## src/rtl/divider_arbiter.sv

```systemverilog
// Round-robin sequencer sharing one subtractor divider among NUM_REQ clients.
// Traps zero divisors and divider hangs; owns every divider start and reset.
module divider_arbiter #(
    parameter int unsigned N       = 8,
    parameter int unsigned NUM_REQ = 4,
    parameter int unsigned IDW     = 2,
    parameter int unsigned TIMEOUT = 1023
) (
    input  logic                 clk,
    input  logic                 reset,
    input  logic [NUM_REQ-1:0]   req,
    input  logic [NUM_REQ*N-1:0] a_bus,
    input  logic [NUM_REQ*N-1:0] b_bus,
    output logic [NUM_REQ-1:0]   grant,
    output logic                 busy,
    output logic                 done,
    output logic [IDW-1:0]       done_id,
    output logic [N-1:0]         quotient_out,
    output logic [N-1:0]         remainder_out,
    output logic                 err,
    output logic                 div_start,
    output logic [N-1:0]         div_in1,
    output logic [N-1:0]         div_in2,
    output logic                 div_reset,
    input  logic [N-1:0]         div_quotient,
    input  logic [N-1:0]         div_remainder,
    input  logic                 div_end
);

    localparam int unsigned CW = $clog2(TIMEOUT + 1);

    typedef enum logic [2:0] {
        S_IDLE,
        S_LOAD,
        S_WAIT,
        S_ABORT,
        S_DONE
    } state_t;

    state_t         state;
    logic [IDW-1:0] ptr;
    logic [CW-1:0]  cnt;

    logic [IDW-1:0] winner_c;
    logic           found_c;
    int unsigned    idx_c;
    logic [N-1:0]   a_sel_c;
    logic [N-1:0]   b_sel_c;

    // First pending request after the pointer; scanning downward lets the nearest one win.
    always_comb begin
        winner_c = ptr;
        found_c  = 1'b0;
        idx_c    = 0;
        for (int k = int'(NUM_REQ); k >= 1; k--) begin
            idx_c = (32'(ptr) + 32'(k)) % NUM_REQ;
            if (req[IDW'(idx_c)]) begin
                winner_c = IDW'(idx_c);
                found_c  = 1'b1;
            end
        end
        a_sel_c = a_bus[32'(winner_c) * N +: N];
        b_sel_c = b_bus[32'(winner_c) * N +: N];
    end

    always_ff @(posedge clk or negedge reset) begin
        if (!reset) begin
            state         <= S_IDLE;
            ptr           <= IDW'(NUM_REQ - 1);
            cnt           <= '0;
            grant         <= '0;
            busy          <= 1'b0;
            done          <= 1'b0;
            done_id       <= '0;
            quotient_out  <= '0;
            remainder_out <= '0;
            err           <= 1'b0;
            div_start     <= 1'b0;
            div_in1       <= '0;
            div_in2       <= '0;
            div_reset     <= 1'b1;
        end else begin
            div_start <= 1'b0;
            div_reset <= 1'b0;
            done      <= 1'b0;
            case (state)
                S_IDLE: begin
                    if (found_c) begin
                        grant   <= NUM_REQ'(1) << winner_c;
                        ptr     <= winner_c;
                        div_in1 <= a_sel_c;
                        div_in2 <= b_sel_c;
                        busy    <= 1'b1;
                        state   <= S_LOAD;
                    end
                end
                S_LOAD: begin
                    if (div_in2 == '0) begin
                        quotient_out  <= '1;
                        remainder_out <= div_in1;
                        err           <= 1'b1;
                        done          <= 1'b1;
                        done_id       <= ptr;
                        state         <= S_DONE;
                    end else begin
                        div_start <= 1'b1;
                        cnt       <= '0;
                        state     <= S_WAIT;
                    end
                end
                S_WAIT: begin
                    // An end flag seen while div_start is still high belongs to the previous job.
                    if (div_end && !div_start) begin
                        quotient_out  <= div_quotient;
                        remainder_out <= div_remainder;
                        err           <= 1'b0;
                        done          <= 1'b1;
                        done_id       <= ptr;
                        state         <= S_DONE;
                    end else if (cnt == CW'(TIMEOUT - 1)) begin
                        quotient_out  <= '0;
                        remainder_out <= '0;
                        err           <= 1'b1;
                        div_reset     <= 1'b1;
                        state         <= S_ABORT;
                    end else begin
                        cnt <= cnt + CW'(1);
                    end
                end
                S_ABORT: begin
                    done    <= 1'b1;
                    done_id <= ptr;
                    state   <= S_DONE;
                end
                S_DONE: begin
                    grant <= '0;
                    busy  <= 1'b0;
                    state <= S_IDLE;
                end
                default: state <= S_IDLE;
            endcase
        end
    end

endmodule

```

## config.mk

```make
export PLATFORM = sky130hd
export DESIGN_NAME = divider_arbiter
export DESIGN_NICKNAME = d
export VERILOG_FILES = /design/src/rtl/divider_arbiter.sv
export SDC_FILE = /design/constraint.sdc
export NUM_CORES = 1
export LEC_CHECK = 0
export CAP_MARGIN = 10
export CORE_ASPECT_RATIO = 1.2
export CORE_MARGIN = 1
export CORE_UTILIZATION = 39
export DETAILED_ROUTE_END_ITERATION = 6
export PLACE_DENSITY_LB_ADDON = 0.08
export SYNTH_ARGS = -nofsm -noshare
export SYNTH_HDL_FRONTEND = slang
export SYNTH_SLANG_ARGS = --single-unit
export TNS_END_PERCENT = 5
```

## constraint.sdc

```tcl
create_clock -name clk -period 1.88 [get_ports clk]
set_input_delay 0.282 -clock clk [delete_from_list [all_inputs] [get_ports clk]]
set_output_delay 0.282 -clock clk [all_outputs]
set_load 0.05 [all_outputs]
```

==> impl_metrics.ini, run 1 <==
[synthesis]
synth-edff-count = 0
synth-seq-cells = 58
yosys_warnings = 0
synth_area_leader_cell = dfrtp_1
synth.avg_cell_area_um2 = 8.95
synth_cell_types = 48
synth_area_leaders = dfrtp_1 (44%), nand2_1 (13%), a31oi_1 (3.2%)
syn_inst = 347
syn_area_mm2 = 0.00311
synthArstFlopShare = 1.00
syn_nets = 436
yosysTopAreaCellShare = 0.443
ys_seq_area_frac = 0.468
ys.flop_type = dfrtp_1

[sta]
fin_skew_ns = 0.00869
setup_violations = 16
hold_ws_ns = 0.467
max_freq_mhz = 514
fin_ws_ns = -0.0672
hold_violations = 0
worst_slew_margin_rel = 0.643
slew_viol_final = 0
fin_crit_sh = 1.04
worst_pin_slew_ns = 0.534
rsz0062_at_grt = true
period_needed_ns = 1.95

[clock_network]
clockBufferDepth = 2
cts_tree = yes
root_buffer = clkbuf_8
cts_sinks = 58
clk_latency_ns = 0.34
clk_pin_slew_ns = 0.06
cts_buffers = 9
cts-htree-levels = 3

[setup_path]
critPathMaxFanout = 8
startpoint_type = flip-flop
critical_path_class = reg -> reg
end_kind = flip-flop
required_ns = 2.14
crit_arrival_ns = 2.20

[placement]
dp_hpwl_mm = 6.13
post-place-ws_ns = -0.340
placed_area_mm2 = 0.00472
gp_congestion = 0.812
port_buffers = 129

[floorplanning]
die_y_um = 99.8
start_util = 0.403
die_area_mm2 = 0.00833
rows = 35
core_mm2 = 0.00771
die_w_um = 83.5
ios = 130

[finish]
area_growth_pct = 67.5
drive_gt1_frac = 0.255
design_area_mm2 = 0.00520
final_util = 0.675
fin_nets = 603
antenna_cells = 0

[detailed_routing]
first_pass_iters = 4
avgRoutedWirePerCell_um = 14.9
vias_per_cell = 5.15
via_count = 3139
drcViolationCount = 0
antenna_left = 0
dr.first_iter.drc_count = 116
wl_mm = 9.07

[global_routing]
grt_use_total = 0.224
overflow = 0
grt_max_degree = 59
grt_pass1_vias = 3078
antenna_found_initial = 0
grt_pass1_wl_mm = 14.8

[run_status]
status = complete, but fails checks
failed_checks = setup timing

[pwr]
power.leakage_uw = 0.00229
power_per_cell_area_mw_per_mm2 = 1780
peakVddDrop_uv = 1110

[min_path]
hold_class = reg -> reg

[run]
cap_violations = 0
## Yosys cell counts (3+ instances only)
library cell  count
o21ai_1           5
nor3_1            4
dfrtp_1          55
xnor2_1           4
a31oi_1          16
nand3_1           9
nor4_1            3
inv_1             7
a31o_2            6
buf_6             5
o21ai_0           9
a31o_1           11
nor2_1           26
buf_2             5
mux2i_1           6
mux2_2            4
a21oi_1          14
nand2_1         105
a32oi_1           4
clkbuf_1          8
dfstp_2           3
and3_1            4
## per-stage QoR
stage          setup TNS (ns)  power, uW  std cells
2_1_floorplan          -0.720       5660        347
3_3_place_gp            -4.75       7510        584
3_5_place_dp            -6.83       7580        584
4_1_cts                 -1.37       9240        611
5_1_grt                 -2.44       9840        610
6_report               -0.719       9270        610
## cell type report
cell class,count,area (um^2)
Clock buffer,13,169
Tap cell,92,115
Fill cell,622,2500
Inverter,7,26.3
Sequential cell,58,1460
Multi-Input combinational cell,262,1630
Clock inverter,2,35.0
Timing Repair Buffer,176,1770
## report_power, final
| group | internal [uW] | switching (uW) |
|---|---|---|
| logic | 2460 | 3420 |
| registers | 1810 | 385 |
| clock network | 712 | 488 |
| total | 4980 | 4300 |
## layer usage
metal / up-vias / track usage / share of wire
li1: 1550 / - / -
met1: 1459 / 0.262 / 0.41
met2: 105 / 0.390 / 0.50
met3: 25 / 0.0526 / 0.056
met4: 0 / 0.108 / 0.033
met5: - / 0 / 0
## sequential cells by signal, indices dropped and copies added (netlist names), 2 cells and up
register	cells
state	3
quotient_out	8
done_id	2
cnt	10
ptr	2
div_in2	8
grant	4
div_in1	8
remainder_out	8
## critical path, stage by stage, from the launching register on
cell and delay [ns]:
dfstp_2 0.58, mux2_4 0.32, buf_6 0.12, o221ai_4 0.27, buf_8 0.20, nand2_1 0.06
a31o_1 0.19, a31oi_1 0.13
## path summary, 6_finish.rpt
check | slack (ns) | cells after the start | from | end
max reg2reg | -0.07 | 7 | ptr[1] | div_in2[4]
max in group asynchronous | 1.09 | 3 | reset | ptr[1]
min in group asynchronous | 0.48 | 3 | reset | cnt[6]
min reg2reg | 0.47 | 2 | remainder_out[6] | remainder_out[6]
max | -0.07 | 7 | ptr[1] | div_in2[4]
min | 0.47 | 2 | remainder_out[6] | remainder_out[6]
## cell families (layout without fill, tap and decap cells)
| logic type | count (synthesis) | after routing | synth area share |
|---|---|---|---|
| compound gates | 77 | 77 | 0.186 |
| mux | 10 | 10 | 0.0338 |
| flops | 58 | 58 | 0.468 |
| xor+xnor | 4 | 4 | 0.0113 |
| simple gates | 169 | 169 | 0.243 |
| fa+ha+maj | 2 | 2 | 0.00805 |
| buf+inv | 27 | 198 | 0.0491 |
## placed cells by master, fill, tap and decap left out, types with 7 or more instances in the layout
cell             netlist  routed
clkdlybuf4s50_1        0     116
nand2_1              105      85
dfrtp_1               55      49
buf_4                  2      38
nor2_1                26      23
nand2_2                0      18
a31oi_1               16      16
a21oi_1               14      14
clkbuf_8               0      12
a31o_1                11      11
o21ai_1                5      10
nand3_1                9       8
inv_1                  7       7
buf_12                 0       7
buf_6                  5       7
## timing repair
| item | 4_1_cts | 5_1_grt |
|---|---|---|
| buffers inserted | 9 | 1 |
| hold buffers | 1 | 0 |
| gates cloned | 2 | 0 |
| pin swaps | 28 | 13 |
| resized for setup | 26 | 30 |
| setup endpoints to repair | 22 | 35 |
| hold endpoints to repair | 55 | 0 |
(Power assumes the default switching activity.)
==> inputs of run 2 (changes only) <==
--- a/config.mk
+++ b/config.mk
@@ -14,4 +14,3 @@
 export SYNTH_ARGS = -nofsm -noshare
 export SYNTH_HDL_FRONTEND = slang
 export SYNTH_SLANG_ARGS = --single-unit
-export TNS_END_PERCENT = 5
==> impl_metrics.ini, run 2 (same netlist as run 1, synthesis figures left out) <==
[run_status]
status = complete, but fails checks
failed_checks = setup timing

[floorplanning]
start_util = 0.403
rows = 35
die_y_um = 99.8
die_w_um = 83.5
die_area_mm2 = 0.00833
core_mm2 = 0.00771
ios = 130

[finish]
multiInputGateArea_mm2 = 0.00157
drive_gt1_frac = 0.214
mostFrequentLayoutCell = clkdlybuf4s50_1
antenna_cells = 0
area_growth_pct = 66.0
top_register = cnt
finalNonFillerCells = 611
largest_register_ff_count = 10
fin_nets = 604
ff_latch_area_mm2 = 0.00146
fillers = 663
final_util = 0.669
final_cell_mix = clkdlybuf4s50_1 (116), nand2_1 (100), dfrtp_1 (49)

[placement]
post-place-ws_ns = -0.214
dpl.cell_count = 585
port_buffers = 129
dp_hpwl_mm = 6.66
gp_congestion = 0.767

[setup_path]
path_delay_family = flip-flops
crit_path_max_incr_delay_ns = 0.58
critPathMaxFanout = 5
r2r_cells = 7
path_cells = mux2_4 -> o221ai_4 -> buf_12 -> buf_12 -> nand2_1 -> a31o_2 -> a31oi_1
critical_path_class = reg -> reg
r2r-end = div_in2[0]
required_ns = 2.13
startpoint_type = flip-flop
reg2reg_from = ptr[1]
cp.buffers_inverters = 2
r2r_slack_ns = -0.02
cpMostUsedCell = buf_12
end_kind = flip-flop
crit_arrival_ns = 2.15
crit_slowest_cell = dfstp_2

[detailed_routing]
drcViolationCount = 0
avgRoutedWirePerCell_um = 15.1
first_pass_iters = 4
wl_mm = 9.24
vias_per_cell = 5.08
dr.first_iter.drc_count = 88
via_count = 3104
antenna_left = 0

[global_routing]
grt_use_total = 0.215
overflow = 0
grt_max_degree = 33
grt_pass1_wl_mm = 14.1
grt_pass1_vias = 3004
antenna_found_initial = 0

[sta]
worst_pin_slew_ns = 0.547
rsz0062_at_grt = true
period_needed_ns = 1.90
fin_crit_sh = 1.01
fin_ws_ns = -0.0223
setup_violations = 3
worst_slew_margin_rel = 0.634
slew_viol_final = 0
fin_skew_ns = 0.00734
hold_violations = 0
fin_setup_tns_ns = -0.0323
max_freq_mhz = 526

[min_path]
hold_class = in -> async

[clock_network]
clk_pin_slew_ns = 0.07
cts-htree-levels = 3
cts_tree = yes
clockBufferDepth = 2
cts_buffers = 9
root_buffer = clkbuf_8
clk_latency_ns = 0.34
cts_sinks = 58

[pwr]
power.leakage_uw = 0.00230
peakVddDrop_uv = 1210
power_per_cell_area_mw_per_mm2 = 1760

[run]
cap_violations = 0
-- run 2: area by class of cell --
cell class / instances / area share
Sequential cell: 58 / 0.284
Timing Repair Buffer: 177 / 0.348
Multi-Input combinational cell: 262 / 0.304
Clock inverter: 2 / 0.00194
Inverter: 7 / 0.00509
Clock buffer: 13 / 0.0347
Tap cell: 92 / 0.0223
-- run 2: how the worst max path moves through the flow --
| stage | from | end | slack [ns] | cells after the start |
|---|---|---|---|---|
| finish | ptr[1] | div_in2[0] | -0.02 | 7 |
| global route | ptr[0] | div_in2[0] | -0.11 | 5 |
| CTS | ptr[1] | div_in2[0] | -0.02 | 6 |
| detailed placement | req[0] | div_in2[0] | -0.21 | 7 |
| global placement | req[1] | div_in2[1] | -0.15 | 6 |
| floorplan | div_in2[3] | quotient_out[0] | -0.07 | 7 |
-- run 2: per-layer routing --
layer	track usage	wire [um]	up-vias
met1	0.247	3690	1443
li1	-	-	1550
met5	0	0	-
met3	0.0551	490	15
met4	0.0926	183	0
met2	0.380	4870	96
-- run 2: where the power goes --
group	total (uW)	switching [uW]	internal [uW]	leakage (uW)
sequential	2200	390	1810	0.000700
combinational	5780	3350	2430	0.00150
clock	1090	483	611	0.000101
-- run 2: stage by stage --
step           total power, uW  hold slack, ns  cell area [um^2]
2_1_floorplan             5670         -0.0136              3130
3_3_place_gp              7560           0.287              4740
3_5_place_dp              7630           0.291              4740
4_1_cts                   8740           0.465              4970
5_1_grt                   9610           0.494              5160
6_report                  9070           0.459              5160
-- run 2: repair_timing --
item	in CTS	in global routing
endpoints found under the hold margin	19	0
pin swaps	2	19
resized for setup	10	16
cloned	0	3
endpoints found under the setup margin	10	39
hold buffers	1	0
buffers inserted	1	6
==> inputs of run 3 (changes only) <==
--- a/config.mk
+++ b/config.mk
@@ -8,8 +8,9 @@
 export CAP_MARGIN = 10
 export CORE_ASPECT_RATIO = 1.2
 export CORE_MARGIN = 1
-export CORE_UTILIZATION = 39
+export CORE_UTILIZATION = 46
 export DETAILED_ROUTE_END_ITERATION = 6
+export DONT_BUFFER_PORTS = 1
 export PLACE_DENSITY_LB_ADDON = 0.08
 export SYNTH_ARGS = -nofsm -noshare
 export SYNTH_HDL_FRONTEND = slang
==> impl_metrics.ini, run 3 (same netlist as run 1, synthesis figures left out) <==
[setup_path]
crit_arrival_ns = 2.17
cp-startpoint = ptr[1]
critPathMaxFanout = 8
reg2reg_from = ptr[1]
startpoint_type = flip-flop
critical_path_class = reg -> reg
required_ns = 2.13
end_kind = flip-flop

[sta]
setup_violations = 13
fin_setup_tns_ns = -0.248
hold_violations = 0
worst_slew_margin_rel = 0.614
slew_viol_final = 0
fin_ws_ns = -0.0485
worst_pin_slew_ns = 0.579
period_needed_ns = 1.93
rsz0062_at_grt = true
fin_skew_ns = 0.00982
fin_crit_sh = 1.03
max_freq_mhz = 519
hold_ws_ns = 0.0869

[detailed_routing]
wl_mm = 8.07
vias_per_cell = 5.66
drcViolationCount = 0
antenna_left = 0
avgRoutedWirePerCell_um = 17.2
via_count = 2662
dr.first_iter.drc_count = 92
first_pass_iters = 4

[min_path]
hold_class = in -> reg
hp-start = b_bus[3]

[finish]
mostFrequentLayoutCell = nand2_1
fin_nets = 469
drive_gt1_frac = 0.294
design_area_mm2 = 0.00396
final_cell_mix = nand2_1 (87), dfrtp_1 (49), buf_4 (30)
multiInputGateArea_mm2 = 0.00169
antenna_cells = 0
top_register = cnt
ff_latch_area_mm2 = 0.00146
area_growth_pct = 27.3
fillers = 609
largest_register_ff_count = 10

[global_routing]
antenna_found_initial = 0
grt_max_degree = 59
grt_use_total = 0.227
overflow = 0
grt_pass1_wl_mm = 12.4
grt_pass1_vias = 2573

[floorplanning]
start_util = 0.479
die_y_um = 92.0
die_area_mm2 = 0.00709
die_w_um = 77.0
rows = 32
core_mm2 = 0.00649
ios = 130

[placement]
placed_area_mm2 = 0.00338
port_buffers = 0
gp_congestion = 0.798
dp_hpwl_mm = 5.40
post-place-ws_ns = -0.0257

[run_status]
failed_checks = setup timing
status = complete, but fails checks

[clock_network]
clk_latency_ns = 0.33
clockBufferDepth = 2
root_buffer = clkbuf_8
cts_buffers = 9
cts_tree = yes
clk_pin_slew_ns = 0.07
cts_sinks = 58
cts-htree-levels = 3

[pwr]
peakVddDrop_uv = 1230
power.leakage_uw = 0.00179
power_uw = 8370
power_per_cell_area_mw_per_mm2 = 2120

[run]
cap_violations = 0
run 3: changes by cell type in the layout (fill, tap and decap cells not counted), sizes merged:
| cell | change |
|---|---|
| dlymetal6s2s | -2 |
| buf | -13 |
| clkdlybuf4s50 | -116 |
| dlygate4sd2 | -3 |
| bufinv | +1 |
| clkinv | -1 |
run 3: report_power, final:
| group | leakage (uW) | internal, uW | total, uW | switching [uW] |
|---|---|---|---|---|
| combinational | 0.000984 | 1700 | 3880 | 2180 |
| sequential | 0.000700 | 1780 | 3290 | 1510 |
| clock | 0.000107 | 720 | 1200 | 480 |
| total | 0.00179 | 4200 | 8370 | 4170 |
run 3: final timing paths:
check	to	slack, ns	depth (start not counted)
setup reg to reg	div_in2[1]	-0.05	7
hold / removal	div_in2[3]	0.09	2
setup / recovery	div_in2[1]	-0.05	7
min in group asynchronous	remainder_out[7]	0.50	2
hold reg to reg	cnt[9]	0.48	1
max in group asynchronous	ptr[1]	1.09	2
run 3: timing repair:
item / 4_1_cts / 5_1_grt
hold buffers: 2 / 0
resized for setup: 1 / 50
cloned: 1 / 2
endpoints found under the setup margin: 10 / 39
pin swaps: 4 / 27
setup buffers: 2 / 5
hold endpoints to repair: 58 / 0
run 3: stage by stage:
step,utilization,instances
4_1_cts,0.567,463
3_3_place_gp,0.522,442
2_1_floorplan,-,347
6_report,0.610,470
5_1_grt,0.610,470
3_5_place_dp,0.522,442
run 3: critical path, stage by stage, from the launching register on:
cell and delay [ns]:
dfstp_2 0.57, mux2_4 0.33, o221ai_4 0.22, buf_12 0.16, clkbuf_16 0.17, nand2_1 0.06, a31o_2 0.22, a31oi_1 0.13
run 3: layout make-up:
type	instances	area share
Tap cell	85	0.0269
Timing Repair Buffer	42	0.117
Clock inverter	2	0.00886
Multi-Input combinational cell	262	0.427
Sequential cell	58	0.370
Inverter	7	0.00664
Clock buffer	14	0.0437
run 3: routing by layer:
layer	routed length [um]	GRT usage	vias to the layer above	part of all wire
met5	0	0	-	0
met4	104	0.0708	0	0.013
met3	452	0.0657	9	0.056
met2	4240	0.390	94	0.53
met1	3270	0.274	1280	0.41
li1	-	-	1279	-
